==> config.mk <==
export PLATFORM = sky130hd
export DESIGN_NAME = led_sel_gen
export DESIGN_NICKNAME = d
export VERILOG_FILES = /design/src/rtl/led_sel_gen.sv
export SDC_FILE = /design/constraint.sdc
export NUM_CORES = 1
export LEC_CHECK = 0
export ABC_AREA = 1
export BUFFER_PORTS_ARGS = -buffer_cell sky130_fd_sc_hd__buf_2
export CORE_MARGIN = 4
export CORE_UTILIZATION = 60
export CTS_BUF_LIST = sky130_fd_sc_hd__clkbuf_8 sky130_fd_sc_hd__clkbuf_16
export DETAILED_ROUTE_END_ITERATION = 6
export PLACE_DENSITY = 0.81
export SYNTH_ARGS = -nofsm -noshare
export SYNTH_HDL_FRONTEND = slang
export SYNTH_SLANG_ARGS = --single-unit
==> constraint.sdc <==
create_clock -name sys_clk -period 2.7 [get_ports sys_clk]
set_input_delay 0.135 -clock sys_clk [delete_from_list [all_inputs] [get_ports sys_clk]]
set_output_delay 0.135 -clock sys_clk [all_outputs]
set_load 0.05 [all_outputs]
==> src/rtl/led_sel_gen.sv <==
// Running-light index source for a 3-to-8 LED decoder: a prescaled 0..7 index with
// debounced run/pause and direction keys.
module led_sel_gen #(
    parameter int unsigned CNT_MAX = 24_999_999,
    parameter int unsigned DB_MAX  = 999_999
) (
    input  logic sys_clk,
    input  logic sys_rst,
    input  logic key_run,
    input  logic key_dir,
    output logic sel1,
    output logic sel2,
    output logic sel3,
    output logic step_flag,
    output logic running,
    output logic dir
);

    localparam int unsigned CW = (CNT_MAX > 0) ? $clog2(CNT_MAX + 1) : 1;
    localparam int unsigned DW = (DB_MAX > 0) ? $clog2(DB_MAX + 1) : 1;
    localparam logic [CW-1:0] CNT_LAST = CW'(CNT_MAX);
    localparam logic [DW-1:0] DB_LAST  = DW'(DB_MAX);
    localparam logic [DW-1:0] DB_PRE   = DW'(DB_MAX - 1);

    typedef enum logic {StStop, StRun} state_e;

    logic [1:0] keys;
    logic [1:0] press;

    assign keys = {key_dir, key_run};

    for (genvar i = 0; i < 2; i++) begin : g_key
        logic          sync1_q;
        logic          sync2_q;
        logic          press_q;
        logic [DW-1:0] db_cnt_q;

        // Counter saturates at DB_LAST, so a held key yields a single press.
        always_ff @(posedge sys_clk or posedge sys_rst) begin
            if (sys_rst) begin
                sync1_q  <= 1'b1;
                sync2_q  <= 1'b1;
                press_q  <= 1'b0;
                db_cnt_q <= '0;
            end else begin
                sync1_q <= keys[i];
                sync2_q <= sync1_q;
                press_q <= !sync2_q && (db_cnt_q == DB_PRE);
                if (sync2_q) begin
                    db_cnt_q <= '0;
                end else if (db_cnt_q < DB_LAST) begin
                    db_cnt_q <= db_cnt_q + DW'(1);
                end
            end
        end

        assign press[i] = press_q;
    end

    state_e        state_q;
    logic          dir_q;
    logic          step_flag_q;
    logic [CW-1:0] cnt_q;
    logic [2:0]    idx_q;

    always_ff @(posedge sys_clk or posedge sys_rst) begin
        if (sys_rst) begin
            state_q     <= StRun;
            dir_q       <= 1'b0;
            step_flag_q <= 1'b0;
            cnt_q       <= '0;
            idx_q       <= 3'd0;
        end else begin
            step_flag_q <= 1'b0;
            if (state_q == StRun) begin
                if (cnt_q == CNT_LAST) begin
                    cnt_q       <= '0;
                    step_flag_q <= 1'b1;
                    idx_q       <= dir_q ? idx_q - 3'd1 : idx_q + 3'd1;
                end else begin
                    cnt_q <= cnt_q + CW'(1);
                end
            end
            // Toggles land on the same edge as a step; the step still uses the old dir.
            if (press[0]) begin
                state_q <= (state_q == StRun) ? StStop : StRun;
            end
            if (press[1]) begin
                dir_q <= ~dir_q;
            end
        end
    end

    assign {sel3, sel2, sel1} = idx_q;
    assign step_flag          = step_flag_q;
    assign running            = (state_q == StRun);
    assign dir                = dir_q;

endmodule

* Word-level counts from Yosys, hierarchy flattened *
Index checks and enable logic that the tools add are counted.

storage, ports and cells
  bits of input ports = 4
  bits in registers = 77

cells by class
  reduce and logical (&&, ||, !) cells = 7
  eq/ne operators = 3
  magnitude comparators = 2
  multiplexer cells = 9
  add/sub/neg operators = 5
  bitwise operators = 1

operators with widths
  kind                                                                number
  20-bit two-way mux                                                  4
  20-bit by 1-bit adder with 20-bit output, second input constant     2
  20-bit == test, second input constant                               2
  20-bit less-than comparator, second input constant                  2
  25-bit by 1-bit adder with 25-bit output, second input constant     1
  25-bit == test, second input constant                               1
  25-bit two-way mux                                                  1
  2-bit nonzero test                                                  2
  3-bit by 1-bit adder with 3-bit output, second input constant       1
  1-bit two-way mux                                                   3
  3-bit two-way mux                                                   1
  3-bit by 1-bit subtractor with 3-bit output, second input constant  1
  1-bit logical AND                                                   2
  1-bit logical NOT                                                   2
  2-bit AND reduction                                                 1
  1-bit inverter                                                      1

* Depth between registers and ports, before layout *
Gate-level depths: netlist of the first run.

  depth after elaboration = 3
  gate-level depth with buffers = 10
  mapped depth without buffers = 10

* Worst setup path after synthesis of the first run *
OpenSTA, ideal clock, no wires.

  path kind = reg-to-reg
  start = register idx_q[0]
  end = register idx_q[2]
  buffers on the path = 0
  library setup time = 0.118 ns
  stages on the path, launching flop included = 6
  clock period less this slack = 1.616 ns
  path slack = 1.084 ns
  data arrival time = 1.498 ns
  path through = dfrtp_1 inv_1 fa_1 xor2_1 nand4_1 nand2_1

on the way
  cells in the longest elaborated chain, start to end = 2
  elaborated cells on any way between the ends = 3
  classes of those cells = 2 x add/sub; 1 x mux

ends and longest elaborated chain
  what                                                                                                          line  text
  start: declaration                                                                                            64    logic [2:0] idx_q;
  start signal: assignment                                                                                      79    idx_q <= dir_q ? idx_q - 3'd1 : idx_q + 3'd1;
  3-bit by 1-bit adder with 3-bit output / 3-bit by 1-bit subtractor with 3-bit output (equally long branches)  79
  3-bit two-way mux *                                                                                           79

Every way passes the cells marked *; elsewhere a longest branch is shown, timed or not.
A chain may end at the register's enable or synchronous reset.

* Worst setup path in the final report of the first run *
  start = register g_key[0].db_cnt_q[1]
  end = register g_key[0].db_cnt_q[1]

on the way
  cells in the longest elaborated chain, start to end = 3
  elaborated cells on any way between the ends = 5
  classes of those cells = 1 x add/sub; 1 x order compare; 2 x mux; 1 x reduce/logical

ends and longest elaborated chain
  what                                      line  text
  start: declaration                        36    logic [DW-1:0] db_cnt_q;
  start signal: assignment                  52    db_cnt_q <= db_cnt_q + DW'(1);
  20-bit by 1-bit adder with 20-bit output  52
  20-bit two-way mux                        51    end else if (db_cnt_q < DB_LAST) begin
  20-bit two-way mux                        49    if (sync2_q) begin

Parallel ways exist; a longest one is shown, timed or not. The select of a mux whose other input is x is not followed.

==> run metrics, run 1 <==
H-tree depth 3; Data required, critical path 2.95 ns; Mapped Avg Cell Area 6.90 µm²; Synth top cells by count nand2_1 (210), nor2_1 (106), nand3_1 (87); antenna-violating nets left 0; clock root buffer clkbuf_8; Seq/Total Area, Yosys 39.9%; Core Footprint 7810 µm²; DRC violation total after the first TritonRoute iteration 314; critical path depth 8; Post-CTS Hold Fix Bufs 3; FP Rows 32; Post-synth EDFFs 0; Pleak 2.65 nW; dominant cells by area after synthesis dfrtp_1 (37%), nand2_1 (16%), nand3_1 (9.0%); Area Overhead vs Synth 7.21%; cell count of the worst reg-to-reg path 8; Final Cycle Share 67.6%; ys flop type dfrtp_1; chip height 97.8 µm; Initial Util 62.0%; Yosys cell types 33; vias in the first global route 4360; Final Setup Violations 0; 1st-pass router iterations 6; Synthesized Nets 712; clock latency at the later pin of the worst-skew pair 0.37 ns; Setup crit end kind flop; Hold Path Class flop to flop; post-layout util 66.5%; cts repair resizes 0; Total GRT Usage 24.0%; Fin. Hold Viols 0; DIE AREA 9570 µm²; Tmin final 1.82 ns; clk buf depth 2; postcts setup bufs 0; fmax 548 MHz; fill count 654; worst-path maximum fanout 18; FF+latch count, synth 77; CTS tree yes; Pins Over Slew Limit 0; Synth Cell Area 4840 µm²; Ys Warns 0; dpl hpwl 7.41 mm; initial antenna violation count 0; Placer Congestion 0.893; Wirelength per Cell 13.0 µm; Clock transition at path regs 0.09 ns; via count 4442; Die Wd 97.8 µm; # IOs 10; Final Skew 0.0126 ns; Setup CP Type flop to flop; crit path buf inv count 1; overall routed net length 10.6 mm; Syn Inst Count 702; number of buffers created by CTS 9; vias per cell 5.43; Worst setup SP type flop; Slowest-stage cell, CP dfrtp_1; CP delay by family, top simple AND/OR/NAND/NOR gates; largest area contributor in the netlist dfrtp_1; most frequent cell after synthesis nand2_1; Tot Pwr 2.25 mW; first-pass GRT wire length 19.3 mm; largest net degree at the start of global routing 44; status finished, final reports clean; min setup slack post-route 0.875 ns; top-area cell type share of the netlist area 37.2%; DR DRC count 0; PD cells 432 nW/µm²; Final #Nets 721; ys async rst share 100%; Slew @ Worst Pin 0.770 ns; RSZ-0062 raised after global routing no; slowest stage delay, CP 0.41 ns; Cells on Worst Hold Path 0; Max VDD drop 0.257 mV; setup tns final 0 ns; Max Cap Viol 0; fraction of layout cells with a size suffix above 1 9.36%; Setup WS pre-CTS 0.906 ns; diode count 0; Slew Limit Headroom 48.6%; clk sinks 77; Arr. time, crit path 2.08 ns; worst hold slack 0.356 ns; worst-path cell chain ha_1 > inv_1 > nor2_2 > nand3_2 > nand2_4 > nand2_4 > nand2_1 > nand2_1; GRT Residual Overflow 0; Port Buffer Count 9
-- through the flow --
step	instance area, µm²	cells
6_report	5190	818
4_1_cts	5190	818
3_3_place_gp	4940	799
5_1_grt	5190	818
2_1_floorplan	4840	702
3_5_place_dp	4940	799
-- flip-flops by register name, indices dropped and copies added (netlist names) --
signal and flops:
cnt_q 25, idx_q 3, running 1, g_key.db_cnt_q 40, g_key.sync2_q 2, g_key.press_q 2, step_flag 1, g_key.sync1_q 2
dir 1
-- layout make-up --
cell class              count  area, µm²  area share (%)
multi-input cells         519       2470            47.5
clock inverters             7       98.8            1.90
well taps                 102        128            2.46
repair buffers             14        103            1.98
clock buffers               9        124            2.39
inverters                  90        339            6.53
flip-flops and latches     77       1930            37.2
-- per-layer routing --
metal / part of all wire, % / track usage, %
met5: 0 / 0
met4: 2.5 / 9.80
met3: 5.3 / 3.93
met2: 48 / 39.7
met1: 45 / 31.2
-- worst paths after layout --
| path | from | endpoint | slack (ns) |
|---|---|---|---|
| min in group asynchronous | sys_rst | cnt_q[24] | 0.45 |
| max in group asynchronous | sys_rst | g_key[0].db_cnt_q[14] | 1.63 |
| min | g_key[1].sync1_q | g_key[1].sync2_q | 0.36 |
| max | g_key[0].db_cnt_q[1] | g_key[0].db_cnt_q[1] | 0.88 |
| min reg2reg | g_key[1].sync1_q | g_key[1].sync2_q | 0.36 |
| max reg2reg | g_key[0].db_cnt_q[1] | g_key[0].db_cnt_q[1] | 0.88 |
-- layout by cell type (no fill, tap or decap), drive strengths merged, types with 6 or more instances in the layout --
master,count
buf,11
nor3,13
nor2,116
clkinv,6
nand4,19
nand2,223
xor2,16
a21oi,8
inv,88
clkbuf,9
o21ai,11
dfrtp,72
nand3,91
-- where the power goes --
part	total, mW	switching (mW)	internal [mW]	leakage (nW)
sequential	1.18	0.0174	1.17	1.05
clock	0.997	0.472	0.525	0.110
combinational	0.0655	0.0470	0.0184	1.49
-- logic make-up (layout without fill, tap and decap cells) --
family	Yosys count	in the layout	share of synthesized area [%]
simple gates	467	467	42.6
fa+ha+maj	6	6	1.71
xor+xnor	21	21	3.80
compound gates	25	25	2.87
buf+inv	106	120	9.15
flops	77	77	39.9
(Power assumes the default switching activity.)
==> run 2, diff against run 1 <==
--- a/config.mk
+++ b/config.mk
@@ -8,10 +8,10 @@
 export ABC_AREA = 1
 export BUFFER_PORTS_ARGS = -buffer_cell sky130_fd_sc_hd__buf_2
 export CORE_MARGIN = 4
-export CORE_UTILIZATION = 60
+export CORE_UTILIZATION = 57
 export CTS_BUF_LIST = sky130_fd_sc_hd__clkbuf_8 sky130_fd_sc_hd__clkbuf_16
 export DETAILED_ROUTE_END_ITERATION = 6
-export PLACE_DENSITY = 0.81
+export PLACE_DENSITY = 0.8
 export SYNTH_ARGS = -nofsm -noshare
 export SYNTH_HDL_FRONTEND = slang
 export SYNTH_SLANG_ARGS = --single-unit
==> constraint.sdc (replaced) <==
create_clock -name sys_clk -period 1.6 [get_ports sys_clk]
set_input_delay 0.08 -clock sys_clk [delete_from_list [all_inputs] [get_ports sys_clk]]
set_output_delay 0.08 -clock sys_clk [all_outputs]
set_load 0.05 [all_outputs]
==> run 2 against run 1 <==
Against the previous run:
- first-iteration DRC count shrank 2.5%
- flip-flop and latch count is the same
- cell count grew 3.7%
- setup slack lost 0.78 ns
- cell area grew 5.6%
- maximum frequency grew 21%
- power grew 58%
- core utilization shrank 0.11 points
- critical path type unchanged
==> run metrics, run 2 (synthesis results as in run 1) <==
status finished, final reports clean; CTS tree yes; dpl hpwl 7.51 mm; top flop regs g_key.db_cnt_q (40), cnt_q (25), idx_q (3); # IOs 10; Setup CP Type flop to flop; vias per cell 5.30; antenna-violating nets left 0; Total GRT Usage 22.3%; number of buffers created by CTS 9; CP most frequent cell nand2_1; Slew @ Worst Pin 0.530 ns; min setup slack post-route 0.0911 ns; PD cells 646 nW/µm²; Final Cycle Share 94.3%; Data required, critical path 1.87 ns; Tot Pwr 3.54 mW; FP Rows 33; first-pass GRT wire length 18.5 mm; max FFs per register 40; diode count 0; Slowest-stage cell, CP dfrtp_1; Hold Path Class input port to asynchronous set/reset pin; r2r setup slk 0.09 ns; Arr. time, crit path 1.77 ns; Max Cap Viol 0; 1st-pass router iterations 6; worst r2r dst g_key[1].db_cnt_q[3]; Placer Congestion 0.919; most frequent cells in the layout nand2_1 (208), nor2_1 (96), nand3_1 (86), inv_1 (80), dfrtp_1 (67); Wirelength per Cell 12.5 µm; commonest non-fill, non-tap cell in the layout nand2_1; Max VDD drop 0.497 mV; largest net degree at the start of global routing 35; clock latency at the later pin of the worst-skew pair 0.36 ns; Placed Area 5110 µm²; clk sinks 77; Final #Nets 748; worst-path cell chain ha_2 > nand3_1 > inv_2 > nand3_2 > nand3_4 > buf_4 > nand2_1 > nand2_1 > inv_1; Clock transition at path regs 0.10 ns; setup tns final 0 ns; Pins Over Slew Limit 0; overall routed net length 10.6 mm; cell count of the worst reg-to-reg path 9; fill count 684; Tmin final 1.51 ns; Final Skew 0.0166 ns; slowest stage delay, CP 0.41 ns; initial antenna violation count 0; GRT Residual Overflow 0; Die Wd 100 µm; DR DRC count 0; Setup crit end kind flop; Slew Limit Headroom 64.6%; chip height 100 µm; clock root buffer clkbuf_8; H-tree depth 3; Port Buffer Count 9; vias in the first global route 4273; DIE AREA 10000 µm²; Final Setup Violations 0; Fin. Hold Viols 0; Biggest register g_key.db_cnt_q; Setup WS pre-CTS 0.0276 ns; worst-path maximum fanout 7; design area 5480 µm²; DRC violation total after the first TritonRoute iteration 306; worst reg2reg startpoint g_key[1].db_cnt_q[0]; fmax 663 MHz; Pleak 2.74 nW; Core Footprint 8260 µm²; post-layout util 66.4%; clk buf depth 2; via count 4494; Worst setup SP type flop; RSZ-0062 raised after global routing yes; Initial Util 58.7%; fraction of layout cells with a size suffix above 1 15.7%; Area Overhead vs Synth 13.2%
run 2: changes by cell type in the layout (fill, tap and decap cells not counted), moves of 4 or more:
| cell | delta |
|---|---|
| dfrtp_1 | -5 |
| nor2_1 | -10 |
| buf_4 | +25 |
| nor2_4 | +6 |
| dfrtp_2 | +5 |
| nor2_2 | +4 |
run 2: area by class of cell:
class	instances	area [µm²]	share of cell area, %
Clock buffer	9	124	2.26
Multi-Input combinational cell	519	2570	46.8
Inverter	90	342	6.23
Sequential cell	77	1940	35.4
Timing Repair Buffer	41	322	5.86
Clock inverter	7	57.6	1.05
Tap cell	105	131	2.40
run 2: routing by layer:
metal	up-vias	track usage, %	wire [µm]
met5	-	0	0
met4	0	10.5	230
met3	21	4.31	556
met2	125	35.1	5070
met1	2081	29.8	4740
li1	2267	-	-
run 2: worst max-delay path by stage:
stage,startpoint,endpoint,slack [ns],depth (start not counted)
after global placement,g_key[1].db_cnt_q[0],g_key[1].db_cnt_q[3],0.05,9
after CTS,cnt_q[1],idx_q[0],0.02,8
after detailed placement,cnt_q[1],cnt_q[22],0.03,8
final,g_key[1].db_cnt_q[0],g_key[1].db_cnt_q[3],0.09,9
after global routing,g_key[1].db_cnt_q[0],g_key[1].db_cnt_q[3],-0.01,9
after floorplan,running,cnt_q[17],0.01,7
run 2: per-stage QoR:
| step | std cells | hold WS, ns |
|---|---|---|
| after global routing | 848 | 0.342 |
| final | 848 | 0.313 |
| after floorplan | 702 | 0.0845 |
| after CTS | 841 | 0.300 |
| after detailed placement | 822 | 0.150 |
| after global placement | 822 | 0.142 |
run 2: report_power, final:
group	internal (mW)	leakage [nW]	switching, mW	total [mW]
clock	0.585	0.0833	0.831	1.42
combinational	0.0475	1.61	0.0961	0.144
sequential	1.97	1.05	0.0166	1.98
total	2.60	2.74	0.944	3.54
run 2: what timing repair did:
item	CTS	global route
hold buffers	3	0
resized for setup	0	31
setup endpoints to repair	0	54
endpoints found under the hold margin	21	0
buffers inserted	0	7
run 2: critical path: cells and delay by family (launching register included):
family | cells | cell delay [ns]
flip-flops | 1 | 0.41
adder cells (fa/ha/maj) | 1 | 0.20
buffers and inverters | 3 | 0.31
AND/OR/NAND/NOR | 5 | 0.48
